$ cat src/rtl/button_pulser_if.sv
// Front-panel button bundle: raw buttons and repeat enable in, conditioned
// counter pulses and debug levels/FSM states out.
// Pulse contract: inc/dec are one-cycle strobes with no back-pressure; the
// counter must consume every cycle in which one is high.
interface button_pulser_if;
  logic       btn_up;
  logic       btn_down;
  logic       repeat_en;
  logic       inc;
  logic       dec;
  logic       up_level;
  logic       down_level;
  logic [1:0] up_state;
  logic [1:0] down_state;

  modport master (
    output btn_up, btn_down, repeat_en,
    input  inc, dec, up_level, down_level, up_state, down_state
  );

  modport slave (
    input  btn_up, btn_down, repeat_en,
    output inc, dec, up_level, down_level, up_state, down_state
  );
endinterface

$ cat src/rtl/button_pulser.sv
// Button conditioner: per button a 2-flop synchronizer, a debounce filter and
// a press / hold-to-repeat FSM. Channel 0 drives inc, channel 1 drives dec.
// Pulses are dropped (not deferred) while both filtered levels are high.
module button_pulser #(
  parameter int DEBOUNCE_CYCLES = 4,
  parameter int REPEAT_DELAY    = 8,
  parameter int REPEAT_PERIOD   = 3
) (
  input  logic           clk,
  input  logic           rst,
  button_pulser_if.slave bus
);

  localparam int CW   = $clog2(DEBOUNCE_CYCLES + 1);
  localparam int RMAX = (REPEAT_DELAY > REPEAT_PERIOD) ? REPEAT_DELAY : REPEAT_PERIOD;
  localparam int TW   = $clog2(RMAX);

  localparam logic [CW-1:0] CNT_LAST    = CW'(DEBOUNCE_CYCLES - 1);
  localparam logic [TW-1:0] DELAY_LOAD  = TW'(REPEAT_DELAY - 1);
  localparam logic [TW-1:0] PERIOD_LOAD = TW'(REPEAT_PERIOD - 1);
  localparam logic [TW-1:0] TIMER_ZERO  = '0;

  typedef enum logic [1:0] {
    ST_IDLE   = 2'd0,
    ST_HOLD   = 2'd1,
    ST_REPEAT = 2'd2
  } state_e;

  logic [1:0] raw_w;
  logic [1:0] filt_d_all;
  logic [1:0] filt_q_all;
  logic [1:0] pulse_all;
  logic [1:0] state_all [2];
  logic       both_high_d;

  assign raw_w       = {bus.btn_down, bus.btn_up};
  // Exclusion is judged on the levels that will be visible with the pulse.
  assign both_high_d = &filt_d_all;

  for (genvar ch = 0; ch < 2; ch++) begin : g_ch
    logic          sync1_q;
    logic          sync2_q;
    logic [CW-1:0] cnt_q;
    logic [CW-1:0] cnt_d;
    logic          filt_q;
    logic          filt_d;
    state_e        state_q;
    logic [TW-1:0] timer_q;
    logic          pulse_q;

    // Synchronize the raw button and register the debounce filter.
    always_ff @(posedge clk or posedge rst) begin
      if (rst) begin
        sync1_q <= 1'b0;
        sync2_q <= 1'b0;
        cnt_q   <= '0;
        filt_q  <= 1'b0;
      end else begin
        sync1_q <= raw_w[ch];
        sync2_q <= sync1_q;
        cnt_q   <= cnt_d;
        filt_q  <= filt_d;
      end
    end

    // Accept a level change only after it has persisted DEBOUNCE_CYCLES cycles.
    always_comb begin
      cnt_d  = '0;
      filt_d = filt_q;
      if (sync2_q != filt_q) begin
        if (cnt_q == CNT_LAST) begin
          filt_d = sync2_q;
        end else begin
          cnt_d = cnt_q + CW'(1);
        end
      end
    end

    // Press / hold / repeat FSM; it reacts to the next filtered level so the
    // press pulse appears together with the filtered rise.
    always_ff @(posedge clk or posedge rst) begin
      if (rst) begin
        state_q <= ST_IDLE;
        timer_q <= '0;
        pulse_q <= 1'b0;
      end else begin
        pulse_q <= 1'b0;
        if (!filt_d) begin
          state_q <= ST_IDLE;
          timer_q <= '0;
        end else begin
          case (state_q)
            ST_IDLE: begin
              state_q <= ST_HOLD;
              timer_q <= DELAY_LOAD;
              pulse_q <= !both_high_d;
            end
            ST_HOLD: begin
              if (!bus.repeat_en) begin
                timer_q <= '0;
              end else if (timer_q != TIMER_ZERO) begin
                timer_q <= timer_q - TW'(1);
              end else begin
                state_q <= ST_REPEAT;
                timer_q <= PERIOD_LOAD;
                pulse_q <= !both_high_d;
              end
            end
            ST_REPEAT: begin
              if (!bus.repeat_en) begin
                state_q <= ST_HOLD;
                timer_q <= '0;
              end else if (timer_q != TIMER_ZERO) begin
                timer_q <= timer_q - TW'(1);
              end else begin
                timer_q <= PERIOD_LOAD;
                pulse_q <= !both_high_d;
              end
            end
            default: begin
              state_q <= ST_IDLE;
              timer_q <= '0;
            end
          endcase
        end
      end
    end

    assign filt_d_all[ch] = filt_d;
    assign filt_q_all[ch] = filt_q;
    assign pulse_all[ch]  = pulse_q;
    assign state_all[ch]  = state_q;
  end

  assign bus.inc        = pulse_all[0];
  assign bus.dec        = pulse_all[1];
  assign bus.up_level   = filt_q_all[0];
  assign bus.down_level = filt_q_all[1];
  assign bus.up_state   = state_all[0];
  assign bus.down_state = state_all[1];

endmodule

$ cat src/flat_wrapper.sv
// flat-port wrapper written by rule: the top's interface ports become plain ports
module button_pulser_flat 
#(
  parameter int DEBOUNCE_CYCLES = 4,
  parameter int REPEAT_DELAY    = 8,
  parameter int REPEAT_PERIOD   = 3
)
  (clk, rst, bus_btn_up, bus_btn_down, bus_repeat_en, bus_inc, bus_dec, bus_up_level, bus_down_level, bus_up_state, bus_down_state);
  button_pulser_if bus_i ();
  input  logic clk;
  input  logic rst;
  input wire logic [$bits(bus_i.btn_up)-1:0] bus_btn_up;
  input wire logic [$bits(bus_i.btn_down)-1:0] bus_btn_down;
  input wire logic [$bits(bus_i.repeat_en)-1:0] bus_repeat_en;
  output wire logic [$bits(bus_i.inc)-1:0] bus_inc;
  output wire logic [$bits(bus_i.dec)-1:0] bus_dec;
  output wire logic [$bits(bus_i.up_level)-1:0] bus_up_level;
  output wire logic [$bits(bus_i.down_level)-1:0] bus_down_level;
  output wire logic [$bits(bus_i.up_state)-1:0] bus_up_state;
  output wire logic [$bits(bus_i.down_state)-1:0] bus_down_state;
  assign bus_i.btn_up = bus_btn_up;
  assign bus_i.btn_down = bus_btn_down;
  assign bus_i.repeat_en = bus_repeat_en;
  assign bus_inc = bus_i.inc;
  assign bus_dec = bus_i.dec;
  assign bus_up_level = bus_i.up_level;
  assign bus_down_level = bus_i.down_level;
  assign bus_up_state = bus_i.up_state;
  assign bus_down_state = bus_i.down_state;
  button_pulser #(.DEBOUNCE_CYCLES(DEBOUNCE_CYCLES), .REPEAT_DELAY(REPEAT_DELAY), .REPEAT_PERIOD(REPEAT_PERIOD)) u_core (.clk(clk), .rst(rst), .bus(bus_i));
endmodule
$ cat config.mk
export PLATFORM = sky130hd
export DESIGN_NAME = button_pulser_flat
export DESIGN_NICKNAME = d
export VERILOG_FILES = /design/src/rtl/button_pulser_if.sv /design/src/rtl/button_pulser.sv /design/src/flat_wrapper.sv
export SDC_FILE = /design/constraint.sdc
export NUM_CORES = 1
export LEC_CHECK = 0
export CAP_MARGIN = 20
export CORE_MARGIN = 2
export CORE_UTILIZATION = 45
export DETAILED_ROUTE_END_ITERATION = 8
export PLACE_DENSITY = 0.73
export SETUP_SLACK_MARGIN = 0.2
export SLEW_MARGIN = 5
export SYNTH_ARGS = -nofsm -noshare
export SYNTH_HDL_FRONTEND = slang
export SYNTH_SLANG_ARGS = --single-unit
$ cat constraint.sdc
create_clock -name clk -period 2.02 [get_ports clk]
set_input_delay 0.404 -clock clk [delete_from_list [all_inputs] [get_ports clk]]
set_output_delay 0.404 -clock clk [all_outputs]
set_load 0.01 [all_outputs]
# [Yosys cells after proc, flatten, opt, wreduce, memory -nomap -nowiden]
# Index checks and enable logic that the tools add are counted.
[totals] regBits=24 latchBits=0 ram_bits=0 romBits=0 inputBits=5 out_inout_bits=8 elab_cells=75 n_memories=0
[op_classes] addsub=4 n_mul=0 div_mod_pow=0 order_cmp=0 n_eq_ne=14 shift=0 n_mux=33 bitwise=0 n_reduce_logical=10
[ops] operator="$mux W3" count=10
[ops] operator="$ne A3 B3 Y1 const B" count=6
[ops] operator="$mux W2" count=7
[ops] operator="$pmux W2 S3" count=2
[ops] operator="$pmux W3 S2" count=2
[ops] operator="$mux W1" count=10
[ops] operator="$add A3 B1 Y3 const B" count=2
[ops] operator="$eq A3 B2 Y1 const B" count=2
[ops] operator="$reduce_and A3 Y1" count=2
[ops] operator="$reduce_bool A3 Y1" count=2
[ops] operator="$sub A3 B1 Y3 const B" count=2
[ops] operator="$eq A2 B1 Y1 const B" count=2
[ops] operator="$eq A2 B2 Y1 const B" count=2
[ops] operator="$logic_not A2 Y1" count=2
[ops] operator="$pmux W1 S2" count=2
[ops] operator="$reduce_or A2 Y1" count=2
[ops] operator="$ne A1 B1 Y1" count=2
[ops] operator="$reduce_and A2 Y1" count=1
[ops] operator="$logic_not A1 Y1" count=1

# [Longest topological paths before layout]
[depth] depth_word=9 mapped_depth=6 mapped_depth_nobuf=6

# [Least setup slack after synthesis]
# Ideal clock, no wire load.
[synth_timing] path_kind="flip-flop to flip-flop" startpoint="reg u_core.g_ch[0].timer_q[0]" endpoint="reg u_core.g_ch[0].state_q[0], in the netlist u_core.bus.up_state[0]" setup_ns=0.125 t_arrival_ns=1.365 required_time_ns=1.895 setup_slack_ns=0.530 stages_incl_launch_ff=7 path_buffers=0 synth_period_minus_slack_ns=1.490 cell_sequence="dfrtp_1 > inv_1 > ha_1 > nor2b_1 > a21bo_2 > a21oi_2 > mux2_4"
[synth_between] elab_chain_cells=3
[synth_lines] element="start, declared" line_no="button_pulser.sv:48" text="logic [TW-1:0] timer_q;"
[synth_lines] element="start signal, assigned" line_no="button_pulser.sv:102" text="timer_q <= timer_q - TW'(1);"
[synth_lines] element="start signal, assigned" line_no="button_pulser.sv:114" text="timer_q <= timer_q - TW'(1);"
[synth_lines] element="$reduce_bool A3 Y1" line_no="button_pulser.sv:101" text="end else if (timer_q != TIMER_ZERO) begin"
[synth_lines] element="$ne A3 B3 Y1 (no source line)"
[synth_lines] element="$reduce_and A3 Y1 (no source line)"
[synth_lines] element="end signal, assigned" line_no="button_pulser.sv:104" text="state_q <= ST_REPEAT;"
[synth_lines] element="end signal, assigned" line_no="button_pulser.sv:111" text="state_q <= ST_HOLD;"
[synth_lines] element="end signal, assigned" line_no="button_pulser.sv:121" text="state_q <= ST_IDLE;"
[synth_lines] element="end, declared" line_no="button_pulser.sv:47" text="state_e state_q;"
# No other way between the ends.
# A chain may end at the register's enable or synchronous reset.

# [Worst setup path after layout]
[layout_timing] startpoint="reg u_core.g_ch[1].state_q[0], in the netlist u_core.bus.down_state[0]" endpoint="out bus_down_state[0]"
[layout_lines] element="start, declared" line_no="button_pulser.sv:47"
[layout_lines] element="start signal, assigned" line_no="button_pulser.sv:83" text="state_q <= ST_IDLE;"
[layout_lines] element="start signal, assigned" line_no="button_pulser.sv:89" text="state_q <= ST_IDLE;"
[layout_lines] element="start signal, assigned" line_no="button_pulser.sv:94" text="state_q <= ST_HOLD;"
[layout_lines] element="end, declared" line_no="flat_wrapper.sv:20" text="output wire logic [$bits(bus_i.down_state)-1:0] bus_down_state;"
# No word-level cell between the ends.

==> out/metrics.csv <==
metric,value,unit
result_of_the_run,"finished, final reports clean",
critical_path.reg2reg.startpoint,u_core.g_ch[1].timer_q[0]$_DFF_PP0_,
timing.clock.skew,0.00160,ns
fmax,0.574,GHz
final_min_period_over_clock_period,0.862,
share_clk_of_total_power,0.127,
design.core.area,2710,sq um
max-slew-margin-rel,0.790,
tightestPinTransition,0.315,ns
worst_hold_path.endpoint,u_core.g_ch[1].sync2_q$_DFF_PP0_,
multi_input_comb_area,606,sq um
grt_start_max_net_pins,25,
yosys_warnings,0,
critical_path.endpoint_type,output pin,
clock_latency,0.30,ns
place_hpwl,1.50,mm
critical-path-max-stage-delay,0.57,ns
power.static_leakage,0.000656,uW
syn_avg_cell_area,11.6,sq um
hold-path-cell-count,0,
critPathTopFamily,buffers and inverters,
cts.sinks,24,
timing.setup.critical_path_class,reg2out,
port-buffer-count,12,
dr_total_vias,801,
wire_length_of_the_first_global_routing_pass,3.50,mm
layout-drive-gt1-share,0.161,
cts_max_path_buffers,2,
post_drt_wl_per_cell,12.6,um
final.hold.worst_slack,0.369,ns
design.final.nets,144,
via_count_of_the_first_global_routing_pass,858,
synth_seq_cells,24,
grtUsageTotal,0.139,
timing.final.crit_period,1.74,ns
clock_slew_at_reported_path_ffs,0.12,ns
critical_path_peak_fanout,5,
setup.reg_to_reg.worst_slack,0.42,ns
cts_tree,yes,
die_x,56.8,um
irDropWorstVdd,0.000599,V
totalWireLength,1.95,mm
seqCellArea,603,sq um
dieArea,3220,sq um
maxCapViolations,0,
synth.distinct_cells,23,
post_cts.repair.setup_buffers,0,
global_placement_routability_congestion,0.759,
reg2reg_depth,6,
hold_viol,0,
htree_num_levels,1,
drtPass1Iterations,4,
critPathLaunchType,register,
final-setup-viol-count,0,
syn2layout_area_growth,16.0,%
drt-vias-per-instance,5.17,
syn_nets,127,
antenna_violations_before_repair,0,
sw_frac_of_total,0.361,
synthesis.instances,108,
critical_path_required_time,1.62,ns
grt_setup_unrepaired,false,
critical_path.reg2reg.endpoint,u_core.bus.down_state[0]$_DFFE_PP0P_,
drtIter0Drc,8,
final_max_slew_viol_count,0,
overflow,0,
power_per_cell_area,1300,nW/um^2
report.power.total,1890,uW
ioPinCount,13,
postLayoutSetupSlackWorst,0.279,ns
p_sw,685,uW
crit_arrival,1.34,ns
critical_path.n_buffers_inverters,1,
critical-path-slowest-cell,sky130_fd_sc_hd__clkdlybuf4s50_1,
placement.setup.worst_slack,0.211,ns
setup_tns_final,0,ns
cp_cell_sequence,clkdlybuf4s50_1,
share_of_power_burned_in_combinational_logic,0.484,
syn_area,1250,sq um
power_report.internal_total,1210,uW
synth_seq_area_share,0.480,
antenna_violating_nets_post_route,0,
ant_cells,0,
worstSetupPathDepth,1,
number_of_drc_violations_after_detailed_routing,0,
worstHoldStart,u_core.g_ch[1].sync1_q$_DFF_PP0_,
cts.root.buffer_cell,sky130_fd_sc_hd__clkbuf_4,
worstHoldPathType,reg2reg,
ctsHoldBuffers,0,
cts_buffers,3,
floorplan.initialDensity,0.462,
n_fill_cell,237,
row_count,19,
p_seq_frac,0.389,
floorplan.die.height,56.8,um
layout make-up:
cell class,count,area share
repair buffers,13,0.0879
flip-flops and latches,24,0.415
inverters,11,0.0284
well taps,31,0.0267
clock buffers,4,0.0250
multi-input cells,72,0.417
per-layer routing:
| layer | GRT usage | part of all wire |
|---|---|---|
| met2 | 0.224 | 0.49 |
| met5 | 0 | 0 |
| met1 | 0.176 | 0.48 |
| met4 | 0.0764 | 0.0082 |
| met3 | 0.0230 | 0.024 |
synth_stat cells:
master	number	share of area
sky130_fd_sc_hd__dfrtp_1	24	0.48
sky130_fd_sc_hd__ha_1	14	0.14
sky130_fd_sc_hd__nor2_1	12	0.036
sky130_fd_sc_hd__inv_1	9	0.027
sky130_fd_sc_hd__nor3_1	6	0.024
sky130_fd_sc_hd__o21a_1	6	0.036
sky130_fd_sc_hd__nor2b_1	5	0.025
sky130_fd_sc_hd__nand2_1	4	0.012
sky130_fd_sc_hd__nor3b_1	3	0.018
sky130_fd_sc_hd__a21bo_2	2	0.016
sky130_fd_sc_hd__a21oi_2	2	0.014
sky130_fd_sc_hd__a22o_1	2	0.014
sky130_fd_sc_hd__a22oi_1	2	0.012
sky130_fd_sc_hd__a31oi_1	2	0.010
sky130_fd_sc_hd__inv_2	2	0.0060
sky130_fd_sc_hd__mux2_4	2	0.024
sky130_fd_sc_hd__mux2i_1	2	0.016
sky130_fd_sc_hd__mux2i_4	2	0.036
sky130_fd_sc_hd__nor2b_4	2	0.022
sky130_fd_sc_hd__xnor2_1	2	0.014
sky130_fd_sc_hd__buf_2	1	0.0040
sky130_fd_sc_hd__nor4_1	1	0.0050
sky130_fd_sc_hd__nor4_2	1	0.010
worst reg2reg max path, cell delays in order, from the launching register on:
cell and delay [ns]:
sky130_fd_sc_hd__dfrtp_1 0.40, sky130_fd_sc_hd__inv_1 0.08, sky130_fd_sc_hd__ha_1 0.16, sky130_fd_sc_hd__nor2b_1 0.30
sky130_fd_sc_hd__a21bo_2 0.20, sky130_fd_sc_hd__a21oi_2 0.06, sky130_fd_sc_hd__mux2_4 0.29
power groups by stage:
stage	clock (uW)	sequential [uW]	combinational [uW]
floorplan	0	748	659
global placement	0	737	875
detailed placement	0	745	920
CTS	254	737	922
global route	276	756	1040
finish	240	737	917
sequential cells by signal (all words and copies together), names as in the netlist:
name / count
u_core.g_ch.cnt_q: 6
u_core.g_ch.timer_q: 6
u_core.bus.down_state: 2
u_core.bus.up_state: 2
u_core.g_ch.sync1_q: 2
u_core.g_ch.sync2_q: 2
u_core.bus.dec: 1
u_core.bus.down_level: 1
u_core.bus.inc: 1
u_core.bus.up_level: 1
cell families (layout without fill, tap and decap cells):
logic type,after synthesis,after routing,synth area share
and+or+nand+nor,34,34,0.152
xor gates and xnor gates,2,2,0.0140
adders and majority gates,14,14,0.140
AOI/OAI and AO/OA,16,16,0.102
DFF,24,24,0.480
buffers and inverters,12,28,0.0370
muxes,6,6,0.0759
layout by cell type, fill, tap and decap left out, types with 2 or more instances in the layout:
cell type | Yosys | layout
sky130_fd_sc_hd__a21bo_2 | 2 | 2
sky130_fd_sc_hd__a21oi_2 | 2 | 2
sky130_fd_sc_hd__a22o_1 | 2 | 2
sky130_fd_sc_hd__a22oi_1 | 2 | 2
sky130_fd_sc_hd__a31oi_1 | 2 | 2
sky130_fd_sc_hd__clkbuf_4 | 0 | 3
sky130_fd_sc_hd__clkdlybuf4s50_1 | 0 | 12
sky130_fd_sc_hd__dfrtp_1 | 24 | 22
sky130_fd_sc_hd__dfrtp_2 | 0 | 2
sky130_fd_sc_hd__ha_1 | 14 | 14
sky130_fd_sc_hd__inv_1 | 9 | 9
sky130_fd_sc_hd__inv_2 | 2 | 2
sky130_fd_sc_hd__mux2_4 | 2 | 2
sky130_fd_sc_hd__mux2i_1 | 2 | 2
sky130_fd_sc_hd__mux2i_4 | 2 | 2
sky130_fd_sc_hd__nand2_1 | 4 | 4
sky130_fd_sc_hd__nor2_1 | 12 | 12
sky130_fd_sc_hd__nor2b_1 | 5 | 5
sky130_fd_sc_hd__nor2b_4 | 2 | 2
sky130_fd_sc_hd__nor3_1 | 6 | 6
sky130_fd_sc_hd__nor3b_1 | 3 | 3
sky130_fd_sc_hd__o21a_1 | 6 | 6
sky130_fd_sc_hd__xnor2_1 | 2 | 2
repair_timing:
item	CTS	global route
resized for setup	0	2
hold endpoints to repair	0	0
setup endpoints to repair	0	2
worst max-delay path by stage:
| stage | slack (ns) | startpoint | endpoint |
|---|---|---|---|
| after global routing | 0.21 | u_core.bus.down_state[0]$_DFFE_PP0P_ | bus_down_state[0] |
| after detailed placement | 0.21 | bus_repeat_en | u_core.bus.down_state[0]$_DFFE_PP0P_ |
| after floorplan | 0.53 | u_core.g_ch[0].timer_q[0]$_DFF_PP0_ | u_core.bus.up_state[0]$_DFFE_PP0P_ |
| final | 0.28 | u_core.bus.down_state[0]$_DFFE_PP0P_ | bus_down_state[0] |
| after CTS | 0.26 | u_core.bus.down_state[0]$_DFFE_PP0P_ | bus_down_state[0] |
| after global placement | 0.24 | bus_repeat_en | u_core.bus.up_state[0]$_DFFE_PP0P_ |
per-stage QoR:
step,util,instance area (sq um),instances
2_1_floorplan,-,1250,108
3_3_place_gp,0.522,1410,151
3_5_place_dp,0.522,1410,151
4_1_cts,0.535,1450,155
5_1_grt,0.536,1450,155
6_report,0.536,1450,155
Note: power is estimated with default switching activity, not from simulation.
